**src/rtl/vend_pkg.sv**
```systemverilog
// Shared vending definitions: coin values, change-dispenser FSM encoding and
// the coin-select enum used between the picker and the sequencer.
package vend_pkg;

  localparam int unsigned DIME_C    = 10;
  localparam int unsigned QUARTER_C = 25;
  localparam int unsigned DOLLAR_C  = 100;

  localparam logic [1:0] ST_IDLE   = 2'd0;
  localparam logic [1:0] ST_SELECT = 2'd1;
  localparam logic [1:0] ST_EJECT  = 2'd2;
  localparam logic [1:0] ST_DONE   = 2'd3;

  typedef enum logic [1:0] {
    NONE    = 2'd0,
    DIME    = 2'd1,
    QUARTER = 2'd2,
    DOLLAR  = 2'd3
  } coin_e;

  function automatic int unsigned coin_value(input coin_e coin);
    case (coin)
      DOLLAR:  return DOLLAR_C;
      QUARTER: return QUARTER_C;
      DIME:    return DIME_C;
      default: return 0;
    endcase
  endfunction

endpackage

```
**src/rtl/change_dispenser_ctrl_coin_select.sv**
```systemverilog
// Combinational coin picker: largest coin that keeps the remainder payable
// in dimes, never choosing a coin whose inventory is empty.
module coin_select
  import vend_pkg::*;
#(
  parameter int AMT_W = 12,
  parameter int CNT_W = 8
) (
  input  logic [AMT_W-1:0] rem,
  input  logic [CNT_W-1:0] inv_dollar,
  input  logic [CNT_W-1:0] inv_quarter,
  input  logic [CNT_W-1:0] inv_dime,
  output coin_e            coin
);

  logic [3:0] rem_mod10;

  // NOTE: every output of a combinational block gets a default first, so no path leaves it unassigned and a latch cannot be inferred.
  always_comb begin
    coin      = NONE;
    rem_mod10 = 4'(rem % AMT_W'(DIME_C));
    if (rem >= AMT_W'(DOLLAR_C) && inv_dollar != '0) begin
      coin = DOLLAR;
    end else if (rem >= AMT_W'(QUARTER_C) && inv_quarter != '0 &&
                 (rem_mod10 == 4'd5 || rem >= AMT_W'(2 * QUARTER_C))) begin
      // A quarter is only safe when the leftover can still be made of dimes.
      coin = QUARTER;
    end else if (rem >= AMT_W'(DIME_C) && inv_dime != '0) begin
      coin = DIME;
    end
  end

endmodule

```
**src/rtl/change_dispenser_ctrl.sv**
```systemverilog
// Change dispenser sequencer: accepts a change amount, ejects coins one at a
// time with an ack handshake, tracks inventory and reports any shortfall.
module change_dispenser_ctrl
  import vend_pkg::*;
#(
  parameter int AMT_W        = 12,
  parameter int CNT_W        = 8,
  parameter int DOLLAR_INIT  = 8,
  parameter int QUARTER_INIT = 16,
  parameter int DIME_INIT    = 20,
  parameter int ACK_TIMEOUT  = 255
) (
  input  logic             clk,
  input  logic             rst_n,
  input  logic             chg_valid,
  input  logic [AMT_W-1:0] chg_amt,
  output logic             chg_ready,
  input  logic             refill,
  output logic             eject_dollar,
  output logic             eject_quarter,
  output logic             eject_dime,
  input  logic             eject_ack,
  output logic             busy,
  output logic             done,
  output logic             short,
  output logic [AMT_W-1:0] remain,
  output logic [CNT_W-1:0] inv_dollar,
  output logic [CNT_W-1:0] inv_quarter,
  output logic [CNT_W-1:0] inv_dime
);

  localparam int WAIT_W = $clog2(ACK_TIMEOUT + 1);

  logic [1:0]        state_q, state_d;
  logic [AMT_W-1:0]  rem_q, rem_d;
  coin_e             coin_q, coin_d;
  logic [WAIT_W-1:0] wait_q, wait_d;
  logic [CNT_W-1:0]  inv_dollar_q, inv_dollar_d;
  logic [CNT_W-1:0]  inv_quarter_q, inv_quarter_d;
  logic [CNT_W-1:0]  inv_dime_q, inv_dime_d;
  logic              short_q, short_d;
  logic [AMT_W-1:0]  remain_q, remain_d;

  coin_e             pick;
  logic [AMT_W-1:0]  coin_amt;

  coin_select #(
    .AMT_W (AMT_W),
    .CNT_W (CNT_W)
  ) u_coin_select (
    .rem         (rem_q),
    .inv_dollar  (inv_dollar_q),
    .inv_quarter (inv_quarter_q),
    .inv_dime    (inv_dime_q),
    .coin        (pick)
  );

  assign coin_amt = AMT_W'(coin_value(coin_q));

  always_comb begin
    state_d       = state_q;
    rem_d         = rem_q;
    coin_d        = coin_q;
    wait_d        = wait_q;
    inv_dollar_d  = inv_dollar_q;
    inv_quarter_d = inv_quarter_q;
    inv_dime_d    = inv_dime_q;
    short_d       = short_q;
    remain_d      = remain_q;

    case (state_q)
      ST_IDLE: begin
        // Refill lands in the same edge as an accept, so the request sees full bins.
        if (refill) begin
          inv_dollar_d  = CNT_W'(DOLLAR_INIT);
          inv_quarter_d = CNT_W'(QUARTER_INIT);
          inv_dime_d    = CNT_W'(DIME_INIT);
        end
        if (chg_valid) begin
          rem_d    = chg_amt;
          short_d  = 1'b0;
          remain_d = '0;
          state_d  = ST_SELECT;
        end
      end

      ST_SELECT: begin
        wait_d = '0;
        if (pick != NONE) begin
          coin_d  = pick;
          state_d = ST_EJECT;
        end else begin
          remain_d = rem_q;
          short_d  = (rem_q != '0);
          state_d  = ST_DONE;
        end
      end

      ST_EJECT: begin
        if (eject_ack) begin
          rem_d   = rem_q - coin_amt;
          state_d = ST_SELECT;
          case (coin_q)
            DOLLAR:  inv_dollar_d  = inv_dollar_q  - CNT_W'(1);
            QUARTER: inv_quarter_d = inv_quarter_q - CNT_W'(1);
            DIME:    inv_dime_d    = inv_dime_q    - CNT_W'(1);
            default: ;
          endcase
        end else if (wait_q == WAIT_W'(ACK_TIMEOUT - 1)) begin
          // Hopper jammed: abandon the coin without charging inventory.
          remain_d = rem_q;
          short_d  = 1'b1;
          state_d  = ST_DONE;
        end else begin
          wait_d = wait_q + WAIT_W'(1);
        end
      end

      ST_DONE: state_d = ST_IDLE;

      default: state_d = ST_IDLE;
    endcase
  end

  // NOTE: state registers use non-blocking assignments so every flop samples pre-edge values regardless of statement order.
  always_ff @(posedge clk) begin
    if (!rst_n) begin
      state_q       <= ST_IDLE;
      rem_q         <= '0;
      coin_q        <= NONE;
      wait_q        <= '0;
      inv_dollar_q  <= CNT_W'(DOLLAR_INIT);
      inv_quarter_q <= CNT_W'(QUARTER_INIT);
      inv_dime_q    <= CNT_W'(DIME_INIT);
      short_q       <= 1'b0;
      remain_q      <= '0;
    end else begin
      state_q       <= state_d;
      rem_q         <= rem_d;
      coin_q        <= coin_d;
      wait_q        <= wait_d;
      inv_dollar_q  <= inv_dollar_d;
      inv_quarter_q <= inv_quarter_d;
      inv_dime_q    <= inv_dime_d;
      short_q       <= short_d;
      remain_q      <= remain_d;
    end
  end

  assign chg_ready     = (state_q == ST_IDLE);
  assign busy          = (state_q != ST_IDLE);
  assign done          = (state_q == ST_DONE);
  assign eject_dollar  = (state_q == ST_EJECT) && (coin_q == DOLLAR);
  assign eject_quarter = (state_q == ST_EJECT) && (coin_q == QUARTER);
  assign eject_dime    = (state_q == ST_EJECT) && (coin_q == DIME);
  assign short         = short_q;
  assign remain        = remain_q;
  assign inv_dollar    = inv_dollar_q;
  assign inv_quarter   = inv_quarter_q;
  assign inv_dime      = inv_dime_q;

endmodule

```
**config.mk**
```make
export PLATFORM = sky130hd
export DESIGN_NAME = change_dispenser_ctrl
export DESIGN_NICKNAME = d
export VERILOG_FILES = /design/src/rtl/vend_pkg.sv /design/src/rtl/change_dispenser_ctrl_coin_select.sv /design/src/rtl/change_dispenser_ctrl.sv
export SDC_FILE = /design/constraint.sdc
export NUM_CORES = 1
export LEC_CHECK = 0
export BUFFER_PORTS_ARGS = -buffer_cell sky130_fd_sc_hd__buf_2
export CAP_MARGIN = 20
export CORE_UTILIZATION = 55
export DETAILED_ROUTE_END_ITERATION = 10
export PLACE_DENSITY_LB_ADDON = 0.2
export SLEW_MARGIN = 25
export SYNTH_ARGS = -nofsm -noshare
export SYNTH_HDL_FRONTEND = slang
export SYNTH_SLANG_ARGS = --single-unit
```
**constraint.sdc**
```tcl
create_clock -name clk -period 7.4 [get_ports clk]
set_input_delay 0.37 -clock clk [delete_from_list [all_inputs] [get_ports clk]]
set_output_delay 0.37 -clock clk [all_outputs]
set_load 0.1 [all_outputs]
```
==> flow_metrics.env, run 1 <==
export IMPL_status="complete, no violations"
export IMPL_slew_viol_final=0
export IMPL_ir_worst_vdd_mv=0.272
export IMPL_grtUsageTotal_pct=28.0
export IMPL_cts_buffers=9
export IMPL_async_flop_share_pct=0
export IMPL_synth_xor_area_share_pct=5.89
export IMPL_grt_max_degree=37
export IMPL_power_density_nw_per_um2=426
export IMPL_syn_nets=606
export IMPL_synth_area_leaders="dfxtp_1, ha_1, nor2_1, nand2_1, mux2i_1"
export IMPL_hold_end="rem_q[10]$_SDFFE_PN0P_"
export IMPL_die_height_um=91.8
export IMPL_start_util_pct=57.1
export IMPL_synthAdderAreaFrac_pct=7.22
export IMPL_skew_ps=9.70
export IMPL_min_path_cells=3
export IMPL_antenna_found_initial=0
export IMPL_post_cts_buffers=0
export IMPL_rr_endpoint="remain[3]$_SDFFE_PN0P_"
export IMPL_synth_edf_count=0
export IMPL_seqPwrFrac_pct=23.0
export IMPL_power_total_mw=2.10
export IMPL_via_count=4331
export IMPL_hp_class="input pin to flip-flop"
export IMPL_drt_iter0_drc=384
export IMPL_ys_seq_area_share_pct=27.5
export IMPL_viasPerCell=6.06
export IMPL_grt_pass1_vias=3871
export IMPL_synth_compound_area_share_pct=22.9
export IMPL_clock_sinks=61
export IMPL_p_leak_nw=2.00
export IMPL_seqCellArea_sq_um=1220
export IMPL_cp_common_cell="inv_1"
export IMPL_synth_ff_type="dfxtp_1"
export IMPL_p_sw_share_pct=52.7
export IMPL_fmax_mhz=180
export IMPL_yosys_register_bits=61
export IMPL_clkPwrFrac_pct=14.7
export IMPL_cp_cell_sequence="inv_1 -> nand2_1 -> o32ai_2 -> nor3_2 -> a211oi_1 -> o31a_1 -> or4_1 -> o211ai_1 -> o31ai_1 -> ha_1 -> inv_1 -> nand3_1 -> a221o_1 -> o21ai_0 -> a41oi_2 -> o211ai_2 -> a2111oi_4 -> buf_4 -> mux2i_1"
export IMPL_syn_inst=564
export IMPL_r2r_start="rem_q[11]$_SDFFE_PN0P_"
export IMPL_grt_overflow=0
export IMPL_slew_headroom_pct=40.1
export IMPL_hp_start="chg_amt[10]"
export IMPL_clock_root_buffer="clkbuf_8"
export IMPL_synth_top_area_share_pct=27.5
export IMPL_p_int_mw=0.993
export IMPL_power_switching_mw=1.11
export IMPL_crit_path_end_kind="flip-flop"
export IMPL_tns_ps=0
export IMPL_cp_start_kind="flip-flop"
export IMPL_dr_pass1_iters=6
export IMPL_area_delta_synth_final_pct=11.0
export IMPL_cap_violations=0
export IMPL_core_area_sq_um=7770
export IMPL_max_stage_delay_ps=770
export IMPL_htreeDepth=3
export IMPL_synth_top_area_cell="dfxtp_1"
export IMPL_fin_crit_ps=5570
export IMPL_pwr_share_comb_pct=62.3
export IMPL_cts_tree="done"
export IMPL_final_antenna_net_count=0
export IMPL_rows=32
export IMPL_cts_max_path_buffers=2
export IMPL_timing_final_crit_share_pct=75.3
export IMPL_syn_area_sq_um=4440
export IMPL_reg2reg_depth=19
export IMPL_synth_cell_type_count=73
export IMPL_postLayoutCoreUtil_pct=63.4
export IMPL_n_antenna_cell=0
export IMPL_dieArea_sq_um=8430
export IMPL_post_cts_resized=0
export IMPL_drc_errors=0
export IMPL_place_congestion=0.912
export IMPL_rsz0062_at_grt="no"
export IMPL_synthMuxAreaShare_pct=4.51
export IMPL_fin_nets=651
export IMPL_hpwl_um=8140
export IMPL_synthTopCellsByCount="nor2_1, nand2_1, dfxtp_1"
export IMPL_multiInputGateArea_sq_um=2930
export IMPL_drive_above_1_share_pct=16.8
export IMPL_yosys_warnings=0
export IMPL_critPathRequiredTime_ps=7670
export IMPL_port_buffers=59
export IMPL_fill_cells=699
export IMPL_synth_top_family_by_area="simple AND/OR/NAND/NOR gates"
export IMPL_reg2reg_setup_slack_ps=1830
export IMPL_io_pins=60
export IMPL_cp_max_fo=13
export IMPL_holdBufCountCts=0
export IMPL_syn_avg_cell_area_sq_um=7.87
export IMPL_grt_pass1_wl_um=19000
export IMPL_hold_viol=0
export IMPL_synth_simple_gate_area_share_pct=25.5
export IMPL_yosysMostFrequentCell="nor2_1"
export IMPL_die_w_um=91.8
export IMPL_avgRoutedWirePerCell_um=16.0
export IMPL_critPathArrivalTime_ps=5840
export IMPL_crit_type="flip-flop to flip-flop"
export IMPL_insertion_delay_ps=350
export IMPL_wl_um=11400
export IMPL_crit_slowest_cell="nor3_2"
export IMPL_clk_pin_slew_ps=70
export IMPL_setup_violations=0
export IMPL_tightest_slew_ps=893
cells by family (layout without fill, tap and decap cells):
group / after synthesis / count (layout)
AND/OR/NAND/NOR: 233 / 233
adder cells (fa/ha/maj): 25 / 25
buffers and inverters: 63 / 112
flip-flops: 61 / 61
multiplexers: 20 / 20
XOR/XNOR: 29 / 29
AO/OA/AOI/OAI: 133 / 133
layout by cell type (no fill, tap or decap), types with 3 or more instances in the layout:
master,n
nor2_1,64
nor2b_1,7
or4_1,4
o21a_1,3
o31ai_1,3
xor2_1,11
ha_1,24
or3_1,9
o21ai_0,30
a31oi_1,11
nand3_1,30
buf_2,59
a21o_1,5
a21oi_1,22
xnor2_1,17
inv_1,34
nand4_1,4
nor3_1,15
nor4_1,9
nand2b_1,8
dfxtp_1,61
a211o_1,3
o22ai_1,6
a211oi_1,7
a311oi_1,4
nand2_1,63
clkbuf_8,11
o211ai_1,11
mux2i_1,20
and3_1,4
flip-flops by register name, summed over array words and instances, names as in the netlist:
name and cells:
rem_q 12, remain 12, inv_dime 8, inv_dollar 8, inv_quarter 8, wait_q 8
coin_q 2, state_q 2, short 1
worst max-delay path by stage:
stage                                       from  cells past startpoint                      end
final                     rem_q[11]$_SDFFE_PN0P_                     19   remain[3]$_SDFFE_PN0P_
after CTS                 rem_q[11]$_SDFFE_PN0P_                     18   remain[3]$_SDFFE_PN0P_
after floorplan            rem_q[7]$_SDFFE_PN0P_                     21  remain[10]$_SDFFE_PN0P_
after detailed placement  rem_q[11]$_SDFFE_PN0P_                     18   remain[3]$_SDFFE_PN0P_
after global routing      rem_q[11]$_SDFFE_PN0P_                     20   remain[3]$_SDFFE_PN0P_
after global placement    rem_q[11]$_SDFFE_PN0P_                     18  remain[11]$_SDFFE_PN0P_
layer usage:
layer  wire, um  up-vias  track usage, %  share of wire (%)
met5          0        -               0                  0
met4        157        0            6.64                1.4
met3        773       18            5.47                6.8
met2       5270      173            44.8                 46
met1       5230     2046            38.7                 46
li1           -     2094               -                  -
stage by stage:
step	worst slack [ps]	hold slack, ps	cells	cell area [sq um]
floorplan	3110	458	564	4440
global placement	2000	439	699	4720
detailed placement	1690	446	699	4720
CTS	1680	318	714	4920
global route	1410	369	715	4930
finish	1830	318	715	4930
power groups by stage:
stage | Sequential, mW | Clock, mW | Combinational, mW
6_report | 0.482 | 0.309 | 1.31
5_1_grt | 0.492 | 0.324 | 1.41
4_1_cts | 0.479 | 0.311 | 1.29
3_5_place_dp | 0.485 | 0 | 1.28
3_3_place_gp | 0.481 | 0 | 1.25
2_1_floorplan | 0.616 | 0 | 0.943
layout make-up:
| cell class | count | area share (%) |
|---|---|---|
| Sequential cell | 61 | 24.8 |
| Clock buffer | 11 | 3.07 |
| Clock inverter | 4 | 0.965 |
| Multi-Input combinational cell | 440 | 59.5 |
| Inverter | 36 | 2.74 |
| Timing Repair Buffer | 61 | 6.30 |
| Tap cell | 102 | 2.59 |
worst max-delay path, delay by kind of cell (launching register included):
family                   cells  cell delay [ps]
adder cells (fa/ha/maj)      1              310
buffers and inverters        3              610
flip-flops                   1              670
AO/OA/AOI/OAI               10             2150
multiplexers                 1              220
AND/OR/NAND/NOR              4             1510
No activity file was read; power rests on OpenSTA's default activity.
==> run 2: changes to the inputs <==
ABC_AREA = 1   (was unset)
clock period = 5.5 ns   (was 7.4 ns; I/O delays follow)
==> flow_metrics.env, run 2 <==
export IMPL_cp_start_kind="flip-flop"
export IMPL_placed_area_sq_um=4560
export IMPL_fin_area_sq_um=4750
export IMPL_grt_pass1_wl_um=16000
export IMPL_ys_seq_area_share_pct=29.0
export IMPL_setup_violations=0
export IMPL_crit_slowest_cell="dfxtp_1"
export IMPL_n_antenna_cell=0
export IMPL_skew_ps=6.82
export IMPL_tns_ps=0
export IMPL_status="complete, no violations"
export IMPL_rows=31
export IMPL_rsz0062_at_grt="no"
export IMPL_drt_iter0_drc=211
export IMPL_synth_top_area_share_pct=29.0
export IMPL_grt_use_met1_pct=30.4
export IMPL_avgRoutedWirePerCell_um=12.1
export IMPL_min_path_cells=3
export IMPL_synth_simple_gate_area_share_pct=36.4
export IMPL_io_pins=60
export IMPL_crit_type="flip-flop to flip-flop"
export IMPL_post_cts_resized=0
export IMPL_dieArea_sq_um=8010
export IMPL_fin_nets=752
export IMPL_max_stage_delay_ps=530
export IMPL_cts_tree="done"
export IMPL_cp_max_fo=16
export IMPL_area_delta_synth_final_pct=12.7
export IMPL_layout_commonest_cell="nand2_1"
export IMPL_yosysMostFrequentCell="nand2_1"
export IMPL_synth_cell_type_count=42
export IMPL_cts_buffers=9
export IMPL_place_congestion=0.948
export IMPL_die_height_um=89.5
export IMPL_syn_nets=699
export IMPL_dr_pass1_iters=5
export IMPL_syn_area_sq_um=4210
export IMPL_fill_cells=680
export IMPL_grt_overflow=0
export IMPL_hold_viol=0
export IMPL_async_flop_share_pct=0
export IMPL_yosys_warnings=0
export IMPL_layout_common_cells="nand2_1, inv_1, nor2_1"
export IMPL_via_count=4350
export IMPL_fmax_mhz=210
export IMPL_fin_crit_ps=4750
export IMPL_grt_busiest_layer="met2"
export IMPL_critPathRequiredTime_ps=5740
export IMPL_cap_violations=0
export IMPL_hpwl_um=7580
export IMPL_cts_max_path_buffers=2
export IMPL_met2_usage_pct=46.5
export IMPL_wl_um=9880
export IMPL_slew_headroom_pct=45.9
export IMPL_critPathArrivalTime_ps=4990
export IMPL_insertion_delay_ps=350
export IMPL_final_antenna_net_count=0
export IMPL_post_cts_buffers=0
export IMPL_htreeDepth=3
export IMPL_synthTopCellsByCount="nand2_1, inv_1, nor2_1"
export IMPL_synth_area_leaders="dfxtp_1, nand2_1, inv_1, ha_1, nand3_1"
export IMPL_synth_compound_area_share_pct=15.3
export IMPL_tightest_slew_ps=812
export IMPL_synth_xor_area_share_pct=0.624
export IMPL_clk_pin_slew_ps=70
export IMPL_viasPerCell=5.34
export IMPL_clock_sinks=61
export IMPL_synth_top_area_cell="dfxtp_1"
export IMPL_synthAdderAreaFrac_pct=7.60
export IMPL_synth_edf_count=0
export IMPL_drc_errors=0
export IMPL_met3_usage_pct=4.80
export IMPL_synthMuxAreaShare_pct=0
export IMPL_clock_root_buffer="clkbuf_8"
export IMPL_timing_final_crit_share_pct=86.4
export IMPL_synth_ff_type="dfxtp_1"
export IMPL_synth_top_family_by_area="simple AND/OR/NAND/NOR gates"
export IMPL_drive_above_1_share_pct=17.1
export IMPL_start_util_pct=57.5
export IMPL_antenna_found_initial=0
export IMPL_port_buffers=59
export IMPL_hp_class="input pin to flip-flop"
export IMPL_core_area_sq_um=7330
export IMPL_syn_avg_cell_area_sq_um=6.41
export IMPL_die_w_um=89.5
export IMPL_crit_path_end_kind="flip-flop"
export IMPL_syn_inst=657
export IMPL_slew_viol_final=0
export IMPL_holdBufCountCts=0
export IMPL_grtUsageTotal_pct=25.7
export IMPL_cp_common_cell="nand2_1"
export IMPL_yosys_register_bits=61
export IMPL_grt_pass1_vias=3783
export IMPL_grt_max_degree=23
export IMPL_reg2reg_depth=47
[run 2: changes by cell type in the layout (fill, tap and decap cells not counted), sizes merged, moves of 17 or more]
| cell | delta |
|---|---|
| a21oi | +28 |
| inv | +66 |
| mux2i | -20 |
| nand2 | +114 |
| nand3 | +32 |
| xnor2 | -17 |
[run 2: final cells by class]
cell class / count / area (sq um) / share of cell area [%]
clock buffer: 9 / 124 / 2.61
clock inverter: 7 / 66.3 / 1.40
inverter: 103 / 387 / 8.15
multi-input combinational: 475 / 2520 / 53.1
sequential: 61 / 1220 / 25.7
tap: 99 / 124 / 2.61
timing repair buffer: 60 / 303 / 6.38
[run 2: per-layer routing]
metal	vias to the layer above	share of wire (%)
li1	2240	-
met1	1958	44
met2	136	49
met3	16	5.7
met4	0	1.4
met5	-	0
[run 2: final timing paths]
path / start / to / slack, ps
worst max register to register: rem_q[11]$_SDFFE_PN0P_ / remain[7]$_SDFFE_PN0P_ / 750
worst max-delay path: rem_q[11]$_SDFFE_PN0P_ / remain[7]$_SDFFE_PN0P_ / 750
worst min register to register: inv_quarter[5]$_SDFFE_PN0P_ / inv_quarter[5]$_SDFFE_PN0P_ / 480
worst min-delay path: chg_amt[7] / rem_q[7]$_SDFFE_PN0P_ / 230
[run 2: kinds of logic after synthesis]
family	after synthesis
and+or+nand+nor	334
adders and majority gates	25
xor gates and xnor gates	3
buffers and inverters	121
DFF	61
AOI/OAI and AO/OA	113
[run 2: per-stage QoR]
| stage | util [%] | worst slack (ps) | std cells | hold WS [ps] |
|---|---|---|---|---|
| finish | 64.7 | 749 | 814 | 235 |
| global route | 64.7 | 265 | 814 | 254 |
| CTS | 64.7 | 793 | 814 | 237 |
| detailed placement | 62.1 | 822 | 798 | 473 |
| global placement | 62.1 | 1030 | 798 | 458 |
| floorplan | - | 1400 | 657 | 445 |
[run 2: critical path: cells and delay by family, from the launching register on]
family                     cells  cell delay, ps
AOI/OAI and AO/OA              1             200
adders and majority gates      1             190
buffers and inverters          6             380
DFF                            1             530
and+or+nand+nor               39            3310
Power of run 2 is not shown: default switching activity piles up to over one toggle a cycle in this logic, so the estimate is an artifact.
